===== src/rtl/adpll_pkg.sv =====
// adpll_pkg: shared types and default parameters for the ADPLL loop controller.
//   ctrl_state_t : controller FSM state (IDLE, SEARCH, TRACK)
//   dec_t        : per-window phase decision (NONE, UP, DN)
//   decide()     : maps conditioned up/down flags to a decision
package adpll_pkg;

    localparam int CODE_W_DEF   = 8;
    localparam int SETTLE_DEF   = 8;
    localparam int LOCK_CNT_DEF = 16;

    typedef enum logic [1:0] {
        IDLE   = 2'd0,
        SEARCH = 2'd1,
        TRACK  = 2'd2
    } ctrl_state_t;

    typedef enum logic [1:0] {
        NONE = 2'd0,
        UP   = 2'd1,
        DN   = 2'd2
    } dec_t;

    // Both flags seen in one window means the edges straddle each other: no move.
    function automatic dec_t decide(input logic u, input logic d);
        case ({u, d})
            2'b10:   return UP;
            2'b01:   return DN;
            default: return NONE;
        endcase
    endfunction

endpackage


===== src/rtl/adpll_loop_ctrl_if.sv =====
// adpll_loop_ctrl_if: control/observation bundle of the loop controller.
//   en, flagu, flagd        : driven by the system side (master)
//   dco_code, lock, state   : driven by the controller (slave)
interface adpll_loop_ctrl_if
    import adpll_pkg::*;
#(
    parameter int CODE_W = CODE_W_DEF
);
    logic              en;
    logic              flagu;
    logic              flagd;
    logic [CODE_W-1:0] dco_code;
    logic              lock;
    ctrl_state_t       state;

    modport master (output en, flagu, flagd, input dco_code, lock, state);
    modport slave  (input en, flagu, flagd, output dco_code, lock, state);

endinterface


===== src/rtl/adpll_loop_ctrl_pfd_flag_sync.sv =====
// pfd_flag_sync: conditions one asynchronous PFD flag.
//   clk, rst (sync, active low), clr : window-end / idle clear of the sticky bit
//   flag   : raw PFD flag (asynchronous)
//   sync   : flag after a 2-flop synchronizer
//   sticky : set by any synchronized high since the last clr
module pfd_flag_sync (
    input  logic clk,
    input  logic rst,
    input  logic clr,
    input  logic flag,
    output logic sync,
    output logic sticky
);
    logic meta;

    always_ff @(posedge clk) begin
        if (!rst) begin
            meta   <= 1'b0;
            sync   <= 1'b0;
            sticky <= 1'b0;
        end else begin
            meta   <= flag;
            sync   <= meta;
            // The decision ORs in the current sync value, so clearing on the
            // window-end edge loses nothing.
            sticky <= clr ? 1'b0 : (sticky | sync);
        end
    end

endmodule


===== src/rtl/adpll_loop_ctrl.sv =====
// adpll_loop_ctrl: ADPLL digital loop controller.
//   clk      : controller clock
//   rst      : synchronous active-low reset
//   bus      : slave side of adpll_loop_ctrl_if
//              in : en, flagu, flagd   out : dco_code, lock, state
// Binary-search acquisition (CODE_W-1 windows), then +/-1 tracking with a
// lock detector that counts balanced (NONE or reversing) windows.
module adpll_loop_ctrl
    import adpll_pkg::*;
#(
    parameter int CODE_W   = CODE_W_DEF,
    parameter int SETTLE   = SETTLE_DEF,
    parameter int LOCK_CNT = LOCK_CNT_DEF
) (
    input  logic              clk,
    input  logic              rst,
    adpll_loop_ctrl_if.slave  bus
);
    localparam int WCNT_W = $clog2(SETTLE);
    localparam int LCNT_W = $clog2(LOCK_CNT + 1);
    localparam logic [CODE_W-1:0] MID   = CODE_W'(1) << (CODE_W - 1);
    localparam logic [CODE_W-1:0] MAXC  = '1;
    localparam logic [CODE_W-2:0] STEP0 = (CODE_W - 1)'(1) << (CODE_W - 2);

    ctrl_state_t       state_q, state_d;
    logic [CODE_W-1:0] code_q, code_d;
    logic [CODE_W-2:0] step_q, step_d;
    logic [WCNT_W-1:0] wcnt_q, wcnt_d;
    logic [LCNT_W-1:0] lcnt_q, lcnt_d;
    dec_t              prev_q, prev_d;

    logic [1:0] sync_v, sticky_v;  // [0] = up, [1] = down
    logic       win_end;
    logic       clr;
    dec_t       dec;

    assign win_end = (state_q != IDLE) && (wcnt_q == WCNT_W'(SETTLE - 1));
    assign clr     = win_end || (state_q == IDLE);
    assign dec     = decide(sticky_v[0] | sync_v[0], sticky_v[1] | sync_v[1]);

    pfd_flag_sync u_sync [1:0] (
        .clk    (clk),
        .rst    (rst),
        .clr    (clr),
        .flag   ({bus.flagd, bus.flagu}),
        .sync   (sync_v),
        .sticky (sticky_v)
    );

    always_ff @(posedge clk) begin
        if (!rst) begin
            state_q <= IDLE;
            code_q  <= MID;
            step_q  <= STEP0;
            wcnt_q  <= '0;
            lcnt_q  <= '0;
            prev_q  <= NONE;
        end else begin
            state_q <= state_d;
            code_q  <= code_d;
            step_q  <= step_d;
            wcnt_q  <= wcnt_d;
            lcnt_q  <= lcnt_d;
            prev_q  <= prev_d;
        end
    end

    always_comb begin
        state_d = state_q;
        code_d  = code_q;
        step_d  = step_q;
        wcnt_d  = '0;
        lcnt_d  = lcnt_q;
        prev_d  = prev_q;

        if (state_q != IDLE && !win_end)
            wcnt_d = wcnt_q + 1'b1;

        case (state_q)
            IDLE: begin
                code_d = MID;
                step_d = STEP0;
                lcnt_d = '0;
                prev_d = NONE;
                state_d = SEARCH;
            end
            SEARCH: begin
                if (win_end) begin
                    if (dec == UP) code_d = code_q + CODE_W'(step_q);
                    if (dec == DN) code_d = code_q - CODE_W'(step_q);
                    step_d = step_q >> 1;
                    // step==1 is the last search window; start tracking fresh.
                    if (step_q == (CODE_W - 1)'(1)) begin
                        state_d = TRACK;
                        lcnt_d  = '0;
                        prev_d  = NONE;
                    end
                end
            end
            TRACK: begin
                if (win_end) begin
                    if (dec == UP && code_q != MAXC) code_d = code_q + 1'b1;
                    if (dec == DN && code_q != '0)   code_d = code_q - 1'b1;
                    // A repeated direction means we are still slewing, not dithering.
                    if (dec != NONE && dec == prev_q)
                        lcnt_d = '0;
                    else if (lcnt_q != LCNT_W'(LOCK_CNT))
                        lcnt_d = lcnt_q + 1'b1;
                    if (dec != NONE) prev_d = dec;
                end
            end
            default: state_d = IDLE;
        endcase

        if (!bus.en) begin
            state_d = IDLE;
            code_d  = MID;
            step_d  = STEP0;
            wcnt_d  = '0;
            lcnt_d  = '0;
            prev_d  = NONE;
        end
    end

    assign bus.dco_code = code_q;
    assign bus.lock     = (lcnt_q == LCNT_W'(LOCK_CNT));
    assign bus.state    = state_q;

endmodule


===== src/flat_wrapper.sv =====
// flat-port wrapper written by rule: the top's interface ports become plain ports
module adpll_loop_ctrl_flat import adpll_pkg::*;
#(
    parameter int CODE_W   = CODE_W_DEF,
    parameter int SETTLE   = SETTLE_DEF,
    parameter int LOCK_CNT = LOCK_CNT_DEF
)
  (clk, rst, bus_en, bus_flagu, bus_flagd, bus_dco_code, bus_lock, bus_state);
  adpll_loop_ctrl_if #(.CODE_W(CODE_W)) bus_i ();
  input  logic clk;
  input  logic rst;
  input wire logic [$bits(bus_i.en)-1:0] bus_en;
  input wire logic [$bits(bus_i.flagu)-1:0] bus_flagu;
  input wire logic [$bits(bus_i.flagd)-1:0] bus_flagd;
  output wire logic [$bits(bus_i.dco_code)-1:0] bus_dco_code;
  output wire logic [$bits(bus_i.lock)-1:0] bus_lock;
  output wire logic [$bits(bus_i.state)-1:0] bus_state;
  assign bus_i.en = bus_en;
  assign bus_i.flagu = bus_flagu;
  assign bus_i.flagd = bus_flagd;
  assign bus_dco_code = bus_i.dco_code;
  assign bus_lock = bus_i.lock;
  assign bus_state = bus_i.state;
  adpll_loop_ctrl #(.CODE_W(CODE_W), .SETTLE(SETTLE), .LOCK_CNT(LOCK_CNT)) u_core (.clk(clk), .rst(rst), .bus(bus_i));
endmodule

===== config.mk =====
export PLATFORM = sky130hd
export DESIGN_NAME = adpll_loop_ctrl_flat
export DESIGN_NICKNAME = d
export VERILOG_FILES = /design/src/rtl/adpll_pkg.sv /design/src/rtl/adpll_loop_ctrl_if.sv /design/src/rtl/adpll_loop_ctrl_pfd_flag_sync.sv /design/src/rtl/adpll_loop_ctrl.sv /design/src/flat_wrapper.sv
export SDC_FILE = /design/constraint.sdc
export NUM_CORES = 1
export LEC_CHECK = 0
export CORE_AREA = 2 2 72 126
export DETAILED_ROUTE_END_ITERATION = 16
export DIE_AREA = 0 0 74 128
export SYNTH_ARGS = -nofsm -noshare
export SYNTH_HDL_FRONTEND = slang
export SYNTH_SLANG_ARGS = --single-unit

===== constraint.sdc =====
create_clock -name clk -period 5.02 [get_ports clk]
set_input_delay 1.506 -clock clk [delete_from_list [all_inputs] [get_ports clk]]
set_output_delay 1.506 -clock clk [all_outputs]
set_load 0.01 [all_outputs]

==> impl_metrics.py, run 1 <==
metrics = {
    "final_layout": {
        "drive_above_1_share_pct": 5.47,
        "fill_cells": 909,
        "syn2layout_area_growth_pct": 19.8,
        "multi_input_area_um2": 1300,
        "nets": 298,
        "final_area_um2": 2490,
        "regArea_um2": 661,
        "fin_util_pct": 29.3,
        "diodes": 0,
    },
    "min_path": {
        "holdCritPathClass": "reg2reg",
        "min-delay-start": "u_core.u_sync[0].meta",
    },
    "cts": {
        "clk_root_buffer_cell": "clkbuf_16",
        "cts_hold_buf": 0,
        "clk_pin_slew_worst_paths_ns": 0.06,
        "clock_path_buffers": 2,
        "numClockSinks": 33,
        "cts_tree": "built",
        "ctsResizeCount": 0,
        "clk_latency_ns": 0.29,
        "post-cts-setup-buffers": 0,
        "cts_made_buffers": 5,
        "h-tree-depth": 2,
    },
    "power_and_ir_drop": {
        "p_clk_share_pct": 53.2,
        "p_per_area_nw_per_um2": 272,
        "seqPwrFrac_pct": 39.3,
        "switchingPower_mw": 0.160,
        "p_int_mw": 0.518,
        "netSwitchingFraction_pct": 23.6,
        "power.leakage_nw": 0.920,
        "vdd_ir_drop_max_mv": 0.158,
        "power_frac_comb_pct": 7.5,
    },
    "synth": {
        "synth_cells": 263,
        "synth.avg_cell_area_um2": 7.91,
        "synthAdderAreaFrac_pct": 12.4,
        "ys_warn_count": 0,
        "seq_area_frac_synth_pct": 31.7,
        "syn_nets": 288,
        "synthMuxAreaShare_pct": 0.481,
        "synth_cell_types": 44,
        "yosys.area_share.simple_pct": 27.0,
        "synth_compound_area_share_pct": 18.6,
        "synth_area_um2": 2080,
        "synth_xor_area_share_pct": 4.21,
        "synth_top_family_by_area": "simple AND/OR/NAND/NOR gates",
        "ys_ff_latch": 33,
    },
    "sta": {
        "max_clock_freq_ghz": 0.301,
        "tightest_slew_ns": 0.868,
        "finalHoldViolCount": 0,
        "tns_ns": 0,
        "timing.final.crit_share_pct": 66.2,
        "rsz0062_at_grt": "false",
        "relSlewSlack_pct": 42.0,
        "worst_slack_ns": 1.70,
        "slew_violations": 0,
        "skew_ns": 0.00202,
        "period_minus_slack_ns": 3.32,
        "setup_viol": 0,
    },
    "floorplanning": {
        "die_h_um": 128,
        "die_w_um": 74,
        "ios": 16,
        "rows": 45,
        "core_um2": 8500,
        "dieArea_um2": 9470,
        "start_util_pct": 24.5,
    },
    "critical_path": {
        "worstPathMaxFanout": 3,
        "crit_type": "reg2out",
        "startpoint": "u_core.lcnt_q[0]",
        "reg2reg_from": "u_core.u_sync[0].sync",
        "required_ns": 3.51,
        "cp-start-kind": "register",
        "end_kind": "primary output",
        "crit_arrival_ns": 1.82,
    },
    "global_route": {
        "grt_pass1_wl_mm": 8.21,
        "antenna_found_initial": 0,
        "grt-ovfl-total": 0,
        "grt_pass1_vias": 1785,
        "grt_max_degree": 24,
        "track_usage_pct": 11.4,
    },
    "routing": {
        "drt_iter0_drc": 98,
        "wl_mm": 4.97,
        "drc": 0,
        "dr.pass1.iters": 4,
        "ant_nets": 0,
        "vias_per_cell": 4.70,
        "wire_per_inst_um": 12.7,
        "vias": 1839,
    },
    "flow_run": {
        "cap_violations": 0,
    },
    "placed_design": {
        "place_ws_ns": 1.73,
        "routabilityCongestion": 0.892,
        "port_buffers": 15,
        "dpl_cell_area_um2": 2320,
        "place_hpwl_mm": 3.76,
    },
    "outcome": {
        "status": "complete, no violations",
    },
}
==> sequential cells by signal, indices dropped and copies added, names as in the netlist <==
name,cells
u_core.bus.dco_code,8
u_core.bus.state,2
u_core.lcnt_q,5
u_core.prev_q,2
u_core.step_q,7
u_core.u_sync.meta,2
u_core.u_sync.sticky,2
u_core.u_sync.sync,2
u_core.wcnt_q,3
==> per-layer routing <==
metal	track usage, %	routed length (um)	up-vias
met3	2.91	120	12
met1	10.6	1880	865
met5	0	0	-
met2	20.7	2800	22
met4	8.02	172	0
li1	-	-	940
==> power by group through the flow <==
stage	Clock (mW)	Combinational (mW)	Sequential (mW)
2_1_floorplan	0	0.0355	0.272
3_3_place_gp	0	0.0503	0.272
3_5_place_dp	0	0.0504	0.273
4_1_cts	0.367	0.0509	0.267
5_1_grt	0.378	0.0557	0.267
6_report	0.361	0.0507	0.267
==> cell usage in the layout (no fill, tap or decap), drive strengths merged, types with 4 or more instances in the layout <==
cell / count
and2: 6
or3: 6
clkdlybuf4s50: 15
inv: 16
clkbuf: 5
o21ai: 16
nand2: 26
a21oi: 19
nor3: 9
nand3: 8
a22oi: 7
and3: 5
ha: 19
xor2: 8
dfxtp: 33
or4: 4
nor2: 27
nand4: 4
==> per-stage QoR <==
step,instances,hold slack [ns],total power [mW]
CTS,391,0.436,0.685
finish,391,0.432,0.678
detailed placement,383,0.422,0.323
global route,391,0.445,0.701
global placement,383,0.420,0.323
floorplan,263,0.407,0.308
==> cell families (layout without fill, tap and decap cells) <==
group,after synthesis,in the layout
simple gates,110,110
compound gates,61,61
flops,33,33
mux,1,1
buf+inv,28,39
xor+xnor,10,10
fa+ha+maj,20,20
==> Yosys cell counts, drive strengths merged <==
library cell  count  area share [%]
mux2i             1            0.48
xnor2             2            0.84
clkbuf           10             1.8
o211ai            2            0.72
xor2              8             3.4
or2               3            0.90
ha               19              11
o21bai            1            0.90
nand2b            3            0.90
and4              1            0.54
a21oi            19             4.6
nand4             4             1.2
o311a             1            0.48
and3              5             1.5
fa                1            0.96
a211oi            1            0.36
nand2            26             4.7
nor3b             1            0.36
nand4b            1            0.42
buf               2            0.90
nand3b            2            0.72
a32oi             2            0.84
a21boi            3             1.1
nor3              9             2.7
a31o              1            0.42
or4               4             1.4
a21o              1            0.42
a31oi             3            0.90
nor2b             3            0.90
o21ai            16             3.8
nor4              1            0.30
o2111ai           1            0.42
nor2             27             4.9
a22oi             7             2.5
o21a              3             1.1
or3               6             1.8
and2              6             1.8
dfxtp            33              32
inv              16             2.9
nand3             8             1.9
==> worst max-delay path, cell delays in order (launching register included) <==
cell	delay [ns]
dfxtp_1	0.32
inv_1	0.09
ha_1	0.16
nand2_1	0.05
nor3_1	0.31
clkdlybuf4s50_1	0.61
==> final cells by class <==
cell class | instances | area share [%]
Clock buffer | 5 | 5.02
Clock inverter | 3 | 1.86
Inverter | 16 | 2.41
Multi-Input combinational cell | 202 | 52.3
Sequential cell | 33 | 26.5
Tap cell | 117 | 5.87
Timing Repair Buffer | 15 | 6.02
==> worst paths after layout <==
path                            end  slack, ns  cells after the start
max                        bus_lock       1.70                      5
min           u_core.u_sync[0].sync       0.43                      1
max reg2reg  u_core.bus.dco_code[7]       1.83                     13
min reg2reg   u_core.u_sync[0].sync       0.43                      1
No activity file was read; power rests on OpenSTA's default activity.
==> run 2, diff against run 1 <==
Clock period 5.02 ns to 3.4 ns, I/O delays scaled along.
==> run 2 against run 1 <==
  * Critical path depth up 7
  * Worst hold slack better by 0.0051 ns
  * Register-to-register slack worse by 1.5 ns
  * Total power up 36%
  * Global-route usage up 0.56 points
  * Count of clock-buffer cells in the layout unchanged
  * Sequential share of layout area down 0.13 points
  * Final cell count up 1.3%
  * First-iteration DRC count down 1.0%
  * Design area up 0.50%
  * Routed wire length up 2.3%
  * Clock skew up 0.0015 ns
==> impl_metrics.py, run 2 (synthesized netlist as in run 1, its figures left out) <==
metrics = {
    "cts": {
        "h-tree-depth": 2,
        "cts_made_buffers": 5,
        "cts_tree": "built",
        "clock_path_buffers": 2,
        "clk_pin_slew_worst_paths_ns": 0.06,
        "clk_root_buffer_cell": "clkbuf_16",
        "numClockSinks": 33,
        "clk_latency_ns": 0.29,
    },
    "floorplanning": {
        "rows": 45,
        "ios": 16,
        "dieArea_um2": 9470,
        "core_um2": 8500,
        "die_h_um": 128,
        "die_w_um": 74,
        "start_util_pct": 24.5,
    },
    "routing": {
        "wire_per_inst_um": 12.8,
        "drc": 0,
        "ant_nets": 0,
        "drt_iter0_drc": 97,
        "vias": 1875,
        "vias_per_cell": 4.73,
        "wl_mm": 5.08,
        "dr.pass1.iters": 4,
    },
    "min_path": {
        "holdCritPathClass": "reg2reg",
    },
    "critical_path": {
        "crit_buf_inv": 1,
        "crit_arrival_ns": 3.28,
        "required_ns": 3.58,
        "end_kind": "register",
        "max_stage_delay_ns": 0.58,
        "cp_slowest_cell": "or4_1",
        "worstPathMaxFanout": 6,
        "cp_cell_sequence": "or4_1 -> o21ai_2 -> or2_2 -> o21a_1 -> inv_1 -> ha_1 -> nor2b_1 -> o2111ai_1 -> a31oi_1 -> xnor2_1 -> or3_1 -> o311a_1",
        "cp_top_family": "simple AND/OR/NAND/NOR gates",
        "cp-start-kind": "register",
        "crit_type": "reg2reg",
    },
    "final_layout": {
        "largest_register_ffs": 8,
        "drive_above_1_share_pct": 7.53,
        "syn2layout_area_growth_pct": 20.4,
        "diodes": 0,
        "nets": 303,
        "most-common-layout-cells": "33 x dfxtp_1, 27 x nor2_1, 26 x nand2_1",
        "fin_cells": 396,
        "final_area_um2": 2500,
        "final_common_cell": "dfxtp_1",
    },
    "sta": {
        "tightest_slew_ns": 0.569,
        "finalHoldViolCount": 0,
        "whs_ns": 0.437,
        "max_clock_freq_ghz": 0.322,
        "timing.final.crit_share_pct": 91.4,
        "skew_ns": 0.00350,
        "tns_ns": 0,
        "period_minus_slack_ns": 3.11,
        "relSlewSlack_pct": 62.0,
        "slew_violations": 0,
        "rsz0062_at_grt": "false",
        "setup_viol": 0,
    },
    "placed_design": {
        "dpl_cell_area_um2": 2360,
        "post-place-cells": 388,
        "port_buffers": 15,
        "routabilityCongestion": 0.841,
        "place_hpwl_mm": 3.95,
    },
    "global_route": {
        "grt_max_degree": 19,
        "grt_pass1_wl_mm": 8.59,
        "grt_pass1_vias": 1893,
        "antenna_found_initial": 0,
        "track_usage_pct": 12.0,
        "grt-ovfl-total": 0,
    },
    "power_and_ir_drop": {
        "vdd_ir_drop_max_mv": 0.199,
        "power.leakage_nw": 0.936,
        "power_frac_comb_pct": 8.5,
        "p_int_mw": 0.688,
        "netSwitchingFraction_pct": 25.2,
        "switchingPower_mw": 0.232,
        "power_mw": 0.920,
        "p_per_area_nw_per_um2": 367,
        "p_clk_share_pct": 48.7,
        "seqPwrFrac_pct": 42.8,
    },
    "flow_run": {
        "cap_violations": 0,
    },
    "outcome": {
        "status": "complete, no violations",
    },
}
[run 2: cell types whose count changed in the layout (fill, tap and decap cells not counted)]
cell and delta:
o21ai_1 -1, o21ai_2 +1, clkinv_4 -1, bufinv_16 -1, clkinv_2 +2, buf_4 +5
[run 2: worst register-to-register path: stages, from the launching register on]
cell and delay, ns:
dfxtp_1 0.36, or4_1 0.58, o21ai_2 0.23, or2_2 0.17
o21a_1 0.16, inv_1 0.06, ha_1 0.26, nor2b_1 0.14
o2111ai_1 0.27, a31oi_1 0.15, xnor2_1 0.17, or3_1 0.35
o311a_1 0.11
[run 2: what timing repair did]
action                     in CTS  in global routing
resized for setup               0                  1
buffers inserted                0                  0
setup endpoints to repair       0                  1
hold buffers                    0                  0
[run 2: power groups by stage]
stage | logic [mW] | clock network, mW | registers (mW)
CTS | 0.0781 | 0.460 | 0.394
global placement | 0.0765 | 0 | 0.402
detailed placement | 0.0777 | 0 | 0.403
finish | 0.0781 | 0.448 | 0.394
global route | 0.0874 | 0.473 | 0.395
floorplan | 0.0525 | 0 | 0.402
[run 2: path summary, 6_finish.rpt]
kind                            depth (start not counted)  slack, ns                   start                      to
worst max-delay path                                   12       0.29  u_core.bus.dco_code[7]  u_core.bus.dco_code[7]
worst min register to register                          1       0.44        u_core.wcnt_q[0]        u_core.wcnt_q[0]
worst max register to register                         12       0.29  u_core.bus.dco_code[7]  u_core.bus.dco_code[7]
worst min-delay path                                    1       0.44        u_core.wcnt_q[0]        u_core.wcnt_q[0]
[run 2: through the flow]
stage / setup slack (ns) / utilization, %
2_1_floorplan: 0.574 / -
3_3_place_gp: 0.288 / 27.7
3_5_place_dp: 0.246 / 27.7
4_1_cts: 0.216 / 29.4
5_1_grt: 0.0579 / 29.5
6_report: 0.294 / 29.5
[run 2: layer usage]
layer | routed length, um | part of all wire [%] | track usage [%]
met2 | 2850 | 56 | 22.2
met4 | 245 | 4.8 | 8.56
met1 | 1890 | 37 | 11.1
met5 | 0 | 0 | 0
met3 | 92 | 1.8 | 2.28
[run 2: area by class of cell]
class,count,area [um^2]
sequential,33,661
clock buffer,5,125
clock inverter,3,17.5
multi-input combinational,202,1310
timing repair buffer,20,188
fill,918,6000
inverter,16,60.1
tap,117,146
